File: config.mk
export PLATFORM = sky130hd
export DESIGN_NAME = ps2_jump_receiver
export DESIGN_NICKNAME = d
export VERILOG_FILES = /design/src/rtl/ps2_jump_receiver.sv
export SDC_FILE = /design/constraint.sdc
export NUM_CORES = 1
export LEC_CHECK = 0
export ABC_AREA = 1
export BUFFER_PORTS_ARGS = -buffer_cell sky130_fd_sc_hd__buf_2
export CORE_ASPECT_RATIO = 1.25
export CORE_MARGIN = 5
export CORE_UTILIZATION = 35
export DETAILED_ROUTE_END_ITERATION = 8
export GPL_TIMING_DRIVEN = 0
export PLACE_DENSITY = 0.51
export SKIP_CTS_REPAIR_TIMING = 1
export SLEW_MARGIN = 20
export SYNTH_ARGS = -nofsm -noshare
export SYNTH_HDL_FRONTEND = slang
export SYNTH_SLANG_ARGS = --single-unit
File: constraint.sdc
create_clock -name clk -period 2.1 [get_ports clk]
set_clock_uncertainty 0.2 [all_clocks]
set_input_delay 0.42 -clock clk [delete_from_list [all_inputs] [get_ports clk]]
set_output_delay 0.42 -clock clk [all_outputs]
set_load 0.02 [all_outputs]
File: src/rtl/ps2_jump_receiver.sv
// rtl/ps2_jump_receiver.sv - PS/2 keyboard frame receiver with jump-key make/break tracking
module ps2_jump_receiver #(
    parameter int         TIMEOUT_CYCLES = 200000,
    parameter logic [7:0] JUMP_CODE      = 8'h29
) (
    input  logic       clk,
    input  logic       reset,
    input  logic       ps2_clk,
    input  logic       ps2_data,
    output logic [7:0] scancode,
    output logic       scancode_valid,
    output logic       parity_err,
    output logic       frame_err,
    output logic       jump,
    output logic       jump_held
);

    localparam logic [17:0] TIMEOUT_VAL = 18'(TIMEOUT_CYCLES);
    localparam logic [7:0]  BREAK_CODE  = 8'hF0;
    localparam logic [7:0]  EXT_CODE    = 8'hE0;

    typedef enum logic [1:0] {IDLE, DATA, PARITY, STOP} state_t;

    state_t      state;
    state_t      state_next;
    logic [1:0]  clk_sync;
    logic [1:0]  data_sync;
    logic        clk_prev;
    logic        fall;
    logic        bit_in;
    logic [2:0]  bit_cnt;
    logic [7:0]  shift;
    logic        parity_bit;
    logic [17:0] wd_cnt;
    logic        timeout;
    logic        break_pending;
    logic        ext_pending;

    logic        frame_ok;
    logic [7:0]  scancode_n;
    logic        scancode_valid_n;
    logic        parity_err_n;
    logic        frame_err_n;
    logic        jump_n;
    logic        jump_held_n;
    logic        break_pending_n;
    logic        ext_pending_n;

    // Synchronizers idle high so reset never fabricates a falling edge.
    always_ff @(posedge clk) begin
        if (reset) begin
            clk_sync  <= 2'b11;
            data_sync <= 2'b11;
            clk_prev  <= 1'b1;
        end else begin
            clk_sync  <= {clk_sync[0], ps2_clk};
            data_sync <= {data_sync[0], ps2_data};
            clk_prev  <= clk_sync[1];
        end
    end

    assign fall    = clk_prev & ~clk_sync[1];
    assign bit_in  = data_sync[1];
    assign timeout = (state != IDLE) && !fall && (wd_cnt == TIMEOUT_VAL);

    always_ff @(posedge clk) begin
        if (reset) begin
            state <= IDLE;
        end else begin
            state <= state_next;
        end
    end

    always_comb begin
        state_next = state;
        case (state)
            IDLE:    if (fall && !bit_in) state_next = DATA;
            DATA:    if (fall && bit_cnt == 3'd7) state_next = PARITY;
            PARITY:  if (fall) state_next = STOP;
            STOP:    if (fall) state_next = IDLE;
            default: state_next = IDLE;
        endcase
        if (timeout) begin
            state_next = IDLE;
        end
    end

    always_ff @(posedge clk) begin
        if (reset) begin
            bit_cnt    <= 3'd0;
            shift      <= 8'h00;
            parity_bit <= 1'b0;
            wd_cnt     <= 18'd0;
        end else begin
            if (state == IDLE || fall || timeout) begin
                wd_cnt <= 18'd0;
            end else begin
                wd_cnt <= wd_cnt + 18'd1;
            end
            if (timeout) begin
                shift   <= 8'h00;
                bit_cnt <= 3'd0;
            end else if (fall) begin
                case (state)
                    IDLE: if (!bit_in) bit_cnt <= 3'd0;
                    DATA: begin
                        shift   <= {bit_in, shift[7:1]};
                        bit_cnt <= bit_cnt + 3'd1;
                    end
                    PARITY:  parity_bit <= bit_in;
                    default: ;
                endcase
            end
        end
    end

    // Decode of the completed frame; results are registered below so every pulse lands one cycle after the stop edge.
    always_comb begin
        scancode_n       = scancode;
        scancode_valid_n = 1'b0;
        parity_err_n     = 1'b0;
        frame_err_n      = timeout;
        jump_n           = 1'b0;
        jump_held_n      = jump_held;
        break_pending_n  = break_pending;
        ext_pending_n    = ext_pending;
        frame_ok         = 1'b0;
        if (state == STOP && fall) begin
            if (!bit_in) begin
                frame_err_n = 1'b1;
            end else if ((^shift) ^ parity_bit) begin
                frame_ok = 1'b1;
            end else begin
                parity_err_n = 1'b1;
            end
        end
        if (frame_ok) begin
            scancode_n       = shift;
            scancode_valid_n = 1'b1;
            if (shift == BREAK_CODE) begin
                break_pending_n = 1'b1;
            end else if (shift == EXT_CODE) begin
                ext_pending_n = 1'b1;
            end else begin
                break_pending_n = 1'b0;
                ext_pending_n   = 1'b0;
                if (shift == JUMP_CODE && !ext_pending) begin
                    if (break_pending) begin
                        jump_held_n = 1'b0;
                    end else if (!jump_held) begin
                        jump_n      = 1'b1;
                        jump_held_n = 1'b1;
                    end
                end
            end
        end
    end

    always_ff @(posedge clk) begin
        if (reset) begin
            scancode       <= 8'h00;
            scancode_valid <= 1'b0;
            parity_err     <= 1'b0;
            frame_err      <= 1'b0;
            jump           <= 1'b0;
            jump_held      <= 1'b0;
            break_pending  <= 1'b0;
            ext_pending    <= 1'b0;
        end else begin
            scancode       <= scancode_n;
            scancode_valid <= scancode_valid_n;
            parity_err     <= parity_err_n;
            frame_err      <= frame_err_n;
            jump           <= jump_n;
            jump_held      <= jump_held_n;
            break_pending  <= break_pending_n;
            ext_pending    <= ext_pending_n;
        end
    end

endmodule

Word level (Yosys, flattened, before mapping)

Cells that the tools add are included.

Mux-type cells: 19
Add/sub/neg operators: 2
Equality and inequality tests: 14
Bitwise logic cells: 10
Reductions and logical operators: 26

Operators by type and width:

| operator                                                        | count |
|---|---|
| 18-bit by 1-bit adder with 18-bit output, second input constant | 1 |
| 18-bit == test, second input constant                           | 1 |
| 8-bit == test, second input constant                            | 2 |
| 1-bit 2-to-1 mux                                                | 12 |
| 2-bit inequality test, second input constant                    | 6 |
| 8-bit by 6-bit == test with 1-bit output, second input constant | 1 |
| 2-bit 2-to-1 mux                                                | 4 |
| 1-bit inverter                                                  | 8 |
| 2-bit case mux with 4 select lines                              | 1 |
| 4-bit AND reduction                                             | 2 |
| 8-bit parity                                                    | 1 |
| 1-bit logical AND                                               | 6 |
| 3-bit case mux with 2 select lines                              | 1 |
| 2-bit AND reduction                                             | 3 |
| 3-bit AND reduction                                             | 2 |
| 6-bit OR reduction                                              | 1 |
| 2-bit == test, second input constant                            | 2 |
| 2-bit nonzero test                                              | 2 |
| 2-bit OR reduction                                              | 2 |
| 3-bit by 1-bit adder with 3-bit output, second input constant   | 1 |
| 3-bit == test, second input constant                            | 1 |
| 1-bit zero test                                                 | 3 |
| 3-bit 2-to-1 mux                                                | 1 |
| 3-bit OR reduction                                              | 1 |
| 5 further kinds                                                 | 6 |

Register bits after elaboration: 52
Bits of input ports: 4

Depth between registers and ports, before layout

Gate-level depths: netlist of run 1.

Word-level depth: 7
Depth in mapped cells: 12
Gate-level depth less buffers: 12

Least setup slack after synthesis of run 1

OpenSTA, ideal clock, no wires.

Path kind: register to register
Start: register shift[6]
End: register ext_pending
Required time: 1.768 ns
Setup slack: 0.303 ns
Arrival: 1.465 ns
Cell stages (with the launch flop): 10
Library setup time: 0.132 ns
Clock period less this slack: 1.797 ns
Cell sequence: dfxtp_1 -> inv_1 -> ha_1 -> xor2_1 -> inv_1 -> nand2_1 -> nand3_2 -> buf_2 -> o21ai_1 -> a21oi_1

Cells in the longest elaborated chain, start to end: 6
Elaborated cells between the ends (all ways): 10

Ends and longest elaborated chain:

| element                       | line | RTL |
|---|---|---|
| start: declaration            | 32   | `logic [7:0] shift;` |
| start signal: assignment      | 107  | `shift <= {bit_in, shift[7:1]};` |
| 8-bit parity                  | 131  | `end else if ((^shift) ^ parity_bit) begin` |
| 1-bit XOR                     | 131  |  |
| 1-bit 2-to-1 mux              | 131  |  |
| 1-bit 2-to-1 mux              | 129  | `if (!bit_in) begin` |
| 1-bit 2-to-1 mux              | 128  | `if (state == STOP && fall) begin` |
| 2-bit AND reduction (no line) | -    |  |
| end signal: assignment        | 177  | `ext_pending <= ext_pending_n;` |
| end: declaration              | 37   | `logic ext_pending;` |

Several ways; a longest one is shown, not always the timed one.
A chain may end at the register's enable or synchronous reset.

Worst setup path in the final report of run 1

Start: register state[0]
End: register state[0]

Cells in the longest elaborated chain, start to end: 4
Elaborated cells between the ends (all ways): 14

Ends and longest elaborated chain:

| element                                                     | line | RTL |
|---|---|---|
| start: declaration                                          | 24   | `state_t state;` |
| start signal: assignment                                    | 70   | `state <= state_next;` |
| branches (longest 4 deep; another with 4-bit AND reduction) | -    |  |

Parallel ways; which one is timed is not known.

==> out/qor.yml, run 1 <==
die:
  dieArea_um2: 8960
  fp.dieH_um: 105
  io_pins: 17
  initial_core_util_pct: 35.9
  core_area_um2: 6980
  die-width_um: 85.7
  rows: 34
timing:
  tns_ns: 0
  tightest_slew_ns: 0.490
  finalHoldViolCount: 0
  drv_slew: 0
  max_freq_ghz: 0.529
  min_period_over_period_pct: 89.9
  relSlewSlack_pct: 67.3
  layout_setup_ws_ns: 0.211
  setup_viol: 0
  finalCriticalPeriod_ns: 1.89
  rsz0062_at_grt: "no"
min_path:
  min_from: "ps2_clk"
  hold_path_class: "in -> reg"
  holdPathEnd: "clk_sync[0]"
  holdPathStages: 2
synth:
  synth_area_leaders: "dfxtp_1 42%, nand2_1 9.3%, ha_1 8.0%"
  syn_avg_cell_area_um2: 7.70
  async_flop_share_pct: 0
  syn_nets: 345
  netlist_area_um2: 2500
  synth_edf_count: 0
  yosysSeqAreaShare_pct: 41.6
  synth_seq_cells: 52
  synth_top_area_share_pct: 41.6
  synthCells: 325
  synth.distinct_cells: 30
  synth_area_leader_cell: "dfxtp_1"
  yosysWarnings: 0
  synthFlopType: "dfxtp_1"
grt:
  grt_pass1_wl_um: 8450
  grt_pass1_vias: 1923
  grt_antenna_before_repair: 0
  grtUsageTotal_pct: 11.3
  grt_max_degree: 15
  grt_overflow: 0
detailed_routing:
  drt_wl_total_um: 4790
  drc: 0
  vias: 2082
  drt-initial-drc-count: 67
  vias_per_cell: 4.74
  first_pass_iters: 4
  routedWlPerCell_um: 10.9
  antenna_left: 0
setup_path:
  r2r_start: "state[0]"
  critPathLaunchType: "flip-flop"
  crit_arrival_ns: 1.87
  crit_type: "reg -> reg"
  r2r_setup_slack_ns: 0.21
  critPathMaxFanout: 10
  worstPathRequired_ns: 2.08
  r2r-end: "state[0]"
  worstSetupEndpointType: "flip-flop"
  r2r_cells: 7
flow_run:
  maxCapViolCount: 0
finish:
  nNetsFinal: 369
  area.growth.synth_to_final_pct: 11.8
  final_cell_mix: "61 x nand2_1, 47 x dfxtp_1, 37 x inv_1"
  diodes: 0
  drive_gt1_share_pct: 18.1
  mostFrequentLayoutCell: "nand2_1"
  fillers: 747
clock_network:
  clk_pin_slew_worst_paths_ns: 0.08
  clockBufferDepth: 2
  htree_num_levels: 2
  clkLatencyLatePin_ns: 0.30
  cts_tree: "yes"
  cts_buffers: 5
  cts_root_buf: "clkbuf_8"
  cts_sinks: 52
power_and_ir_drop:
  seqPwrFrac_pct: 60.3
  switching_share_pct: 24.6
  power_frac_comb_pct: 7.9
  internal_power_mw: 1.27
  p_per_area_nw_per_um2: 601
  power.switching_mw: 0.413
  p_leak_nw: 1.09
  pwr-share-clk_pct: 31.8
  p_total_mw: 1.68
  vdd_drop_max_v: 0.000277
place:
  pre_cts_ws_ns: 0.0968
  gp_congestion: 0.757
  portBuffers: 16
  dpl.hpwl_um: 3740
outcome:
  status: "completed"
## layer usage
layer  part of all wire (%)  track usage (%)  routed length [um]  vias to the layer above
li1                       -                -                   -                     1103
met1                     45             12.9                2180                      951
met2                     49             20.3                2370                       22
met3                    3.6             2.76                 172                        6
met4                    1.5             4.07                  74                        0
met5                      0                0                   0                        -
## worst max path at each step
| stage | from | endpoint | slack (ns) | cells after the start |
|---|---|---|---|---|
| 2_1_floorplan | shift[6] | ext_pending | 0.30 | 9 |
| 3_3_place_gp | shift[3] | jump_held | 0.11 | 12 |
| 3_5_place_dp | shift[3] | jump_held | 0.1 | 12 |
| 4_1_cts | shift[3] | jump_held | 0.07 | 12 |
| 5_1_grt | shift[2] | jump | 0.01 | 12 |
| 6_report | state[0] | state[0] | 0.21 | 7 |
## power by group through the flow
| stage | Sequential [mW] | Clock [mW] | Combinational [mW] |
|---|---|---|---|
| floorplan | 1.04 | 0 | 0.101 |
| global placement | 1.04 | 0 | 0.136 |
| detailed placement | 1.04 | 0 | 0.138 |
| CTS | 1.02 | 0.573 | 0.138 |
| global route | 1.02 | 0.605 | 0.157 |
| finish | 1.02 | 0.535 | 0.133 |
## metrics by stage
step / hold WS [ns] / cell area [um2] / util [%] / cells
2_1_floorplan: 0.189 / 2500 / - / 325
3_3_place_gp: 0.203 / 2700 / 38.6 / 431
3_5_place_dp: 0.200 / 2700 / 38.6 / 431
4_1_cts: 0.0951 / 2770 / 39.8 / 438
5_1_grt: 0.0890 / 2800 / 40.1 / 439
6_report: 0.109 / 2800 / 40.1 / 439
## cells in the mapped netlist, types with 2 or more instances
cell type and number:
a21oi_1 29, a21oi_2 4, buf_2 3, clkbuf_1 3, dfxtp_1 52, ha_1 16, inv_1 37, inv_2 3
nand2_1 62, nand2_2 4, nand3_1 29, nand3_2 5, nand4_1 9, nor2_1 29, nor2_4 5, nor3_1 5
nor3b_1 2, nor4_1 2, o21ai_0 3, o21ai_1 5, or2_0 2, or2_2 7, xor2_1 2
## critical path, stage by stage, from the launching register on
cell and delay, ns:
dfxtp_1 0.37, inv_1 0.08, ha_1 0.25, nor2_1 0.20, nand4_1 0.17, nand2_1 0.18, buf_2 0.25, a21oi_1 0.07
## registers in the layout, summed over array words and instances (netlist names), 2 cells and up
name / count
state: 2
wd_cnt: 18
bit_cnt: 3
shift: 8
clk_sync: 2
scancode: 8
data_sync: 2
## area by class of cell
type | count | area (um2) | area share [%]
Buffer | 7 | 36.3 | 1.30
Clock buffer | 6 | 72.6 | 2.59
Clock inverter | 1 | 5.00 | 0.179
Inverter | 40 | 150 | 5.36
Multi-Input combinational cell | 226 | 1280 | 45.9
Sequential cell | 52 | 1050 | 37.5
Tap cell | 90 | 113 | 4.02
Timing Repair Buffer | 17 | 87.6 | 3.13
## kinds of logic (layout without fill, tap and decap cells)
kind of cell / count (synthesis) / after routing / synth area share (%)
simple gates: 165 / 165 / 33.1
fa+ha+maj: 16 / 16 / 8.00
buf+inv: 47 / 71 / 7.20
flops: 52 / 52 / 41.6
xor+xnor: 3 / 3 / 1.05
compound gates: 42 / 42 / 9.10
Note: power is estimated with default switching activity, not from simulation.
==> inputs of run 2 (changes only) <==
BUFFER_PORTS_ARGS = not set   (was -buffer_cell sky130_fd_sc_hd__buf_2)
DONT_BUFFER_PORTS = 1   (was not set)
PLACE_DENSITY = 0.49   (was 0.51)
==> run 2 against run 1 <==
Against the previous run: setup slack got worse by 0.015 ns; sequential power about the same; core utilization decreased by 0.90 points; fmax decreased by 0.81%; non-clock buffer count decreased by 15; routed wire length increased by 4.7%; sequential cell count unchanged; global-route usage increased by 0.51 points; hold slack improved by 0.048 ns; largest cell class unchanged.
==> out/qor.yml, run 2 (synthesis gave the netlist of run 1 again) <==
finish:
  area.growth.synth_to_final_pct: 9.30
  nNetsFinal: 354
  mostFrequentLayoutCell: "nand2_1"
  drive_gt1_share_pct: 14.4
  top_register: "wd_cnt"
  diodes: 0
  largestRegisters: "wd_cnt: 18 flops, scancode: 8 flops, shift: 8 flops"
  multi_input_area_um2: 1290
  largest_reg_flops: 18
  fillers: 749
  final_cell_mix: "61 x nand2_1, 47 x dfxtp_1, 37 x inv_1"
  regArea_um2: 1050
detailed_routing:
  routedWlPerCell_um: 11.8
  drt_wl_total_um: 5020
  vias: 2021
  first_pass_iters: 4
  antenna_left: 0
  drc: 0
  vias_per_cell: 4.77
  drt-initial-drc-count: 132
clock_network:
  htree_num_levels: 2
  cts_root_buf: "clkbuf_8"
  clkLatencyLatePin_ns: 0.31
  clk_pin_slew_worst_paths_ns: 0.10
  cts_sinks: 52
  clockBufferDepth: 2
  cts_buffers: 5
  cts_tree: "yes"
power_and_ir_drop:
  p_per_area_nw_per_um2: 626
  internal_power_mw: 1.27
  vdd_drop_max_v: 0.000312
  seqPwrFrac_pct: 59.3
  power_frac_comb_pct: 7.8
  p_leak_nw: 1.01
  power.switching_mw: 0.442
  p_total_mw: 1.71
  switching_share_pct: 25.8
  pwr-share-clk_pct: 32.9
setup_path:
  path_cells: "inv_1, ha_1, inv_1, nand2_1, nand2_1, nand2_1, nand2_1, nand2_1, nand3_2, buf_4, o21ai_1, a21oi_1"
  crit_top_cell: "nand2_1"
  cp-startpoint: "shift[2]"
  critPathTopFamily: "simple AND/OR/NAND/NOR gates"
  crit_type: "reg -> reg"
  crit_arrival_ns: 1.89
  critPathLaunchType: "flip-flop"
  slowest_delay_ns: 0.36
  worstPathRequired_ns: 2.08
  r2r_cells: 12
  critical_path_buf_inv_count: 3
  critPathMaxFanout: 10
  r2r_setup_slack_ns: 0.20
  r2r_start: "shift[2]"
  r2r-end: "ext_pending"
  crit_slowest_cell: "dfxtp_2"
  worstSetupEndpointType: "flip-flop"
timing:
  setup_viol: 0
  min_period_over_period_pct: 90.7
  finalCriticalPeriod_ns: 1.90
  tightest_slew_ns: 0.481
  relSlewSlack_pct: 67.9
  rsz0062_at_grt: "no"
  drv_slew: 0
  finalHoldViolCount: 0
  max_freq_ghz: 0.525
  tns_ns: 0
die:
  initial_core_util_pct: 35.9
  dieArea_um2: 8960
  rows: 34
  die-width_um: 85.7
  core_area_um2: 6980
  io_pins: 17
  fp.dieH_um: 105
grt:
  grt_max_degree: 16
  grt_pass1_wl_um: 8700
  grt_antenna_before_repair: 0
  grt_pass1_vias: 1965
  grt_overflow: 0
  grtUsageTotal_pct: 11.8
min_path:
  hold_path_class: "in -> reg"
  holdPathEnd: "parity_bit"
  min_from: "reset"
  holdPathStages: 3
outcome:
  status: "completed"
place:
  gp_congestion: 0.787
  portBuffers: 0
  dpl.hpwl_um: 3790
flow_run:
  maxCapViolCount: 0
==> run 2: worst register-to-register path: cells and delay by family (launching register included) <==
kind | cells | cell delay, ns
compound gates | 2 | 0.19
fa+ha+maj | 1 | 0.30
buf+inv | 3 | 0.29
flops | 1 | 0.36
simple gates | 6 | 0.44
==> run 2: area by class of cell <==
| type | count | share of cell area, % |
|---|---|---|
| multi-input cells | 226 | 47.2 |
| well taps | 90 | 4.12 |
| inverters | 40 | 5.49 |
| clock buffers | 5 | 2.51 |
| clock inverters | 2 | 0.457 |
| plain buffers | 7 | 1.19 |
| flip-flops and latches | 52 | 38.3 |
| repair buffers | 2 | 0.732 |
==> run 2: worst max path at each step <==
stage,depth (start not counted),slack [ns],to
floorplan,9,0.30,ext_pending
global placement,12,0.11,jump_held
global route,7,0.02,shift[6]
finish,12,0.20,ext_pending
detailed placement,12,0.07,jump_held
CTS,12,0.05,jump_held
==> run 2: layer usage <==
layer  global-route usage (%)  vias to the layer above  wire, um
met5                        0                        -         0
met4                     5.20                        0        87
met3                     2.52                        8       151
met2                     20.8                       23      2520
met1                     13.7                      919      2260
li1                         -                     1071         -
==> run 2: power groups by stage <==
stage	Combinational [mW]	Sequential (mW)	Clock, mW
2_1_floorplan	0.101	1.04	0
3_3_place_gp	0.131	1.04	0
3_5_place_dp	0.132	1.04	0
4_1_cts	0.132	1.02	0.588
5_1_grt	0.157	1.02	0.637
6_report	0.134	1.02	0.563
==> run 2: per-stage QoR <==
stage / hold slack (ns) / instances / worst slack (ns) / util, % / area [um2]
floorplan: 0.189 / 325 / 0.303 / - / 2500
global route: 0.164 / 424 / 0.0193 / 39.2 / 2740
global placement: 0.197 / 415 / 0.105 / 37.5 / 2620
CTS: -0.00189 / 422 / 0.0542 / 38.7 / 2700
finish: 0.157 / 424 / 0.196 / 39.2 / 2740
detailed placement: 0.199 / 415 / 0.0695 / 37.5 / 2620
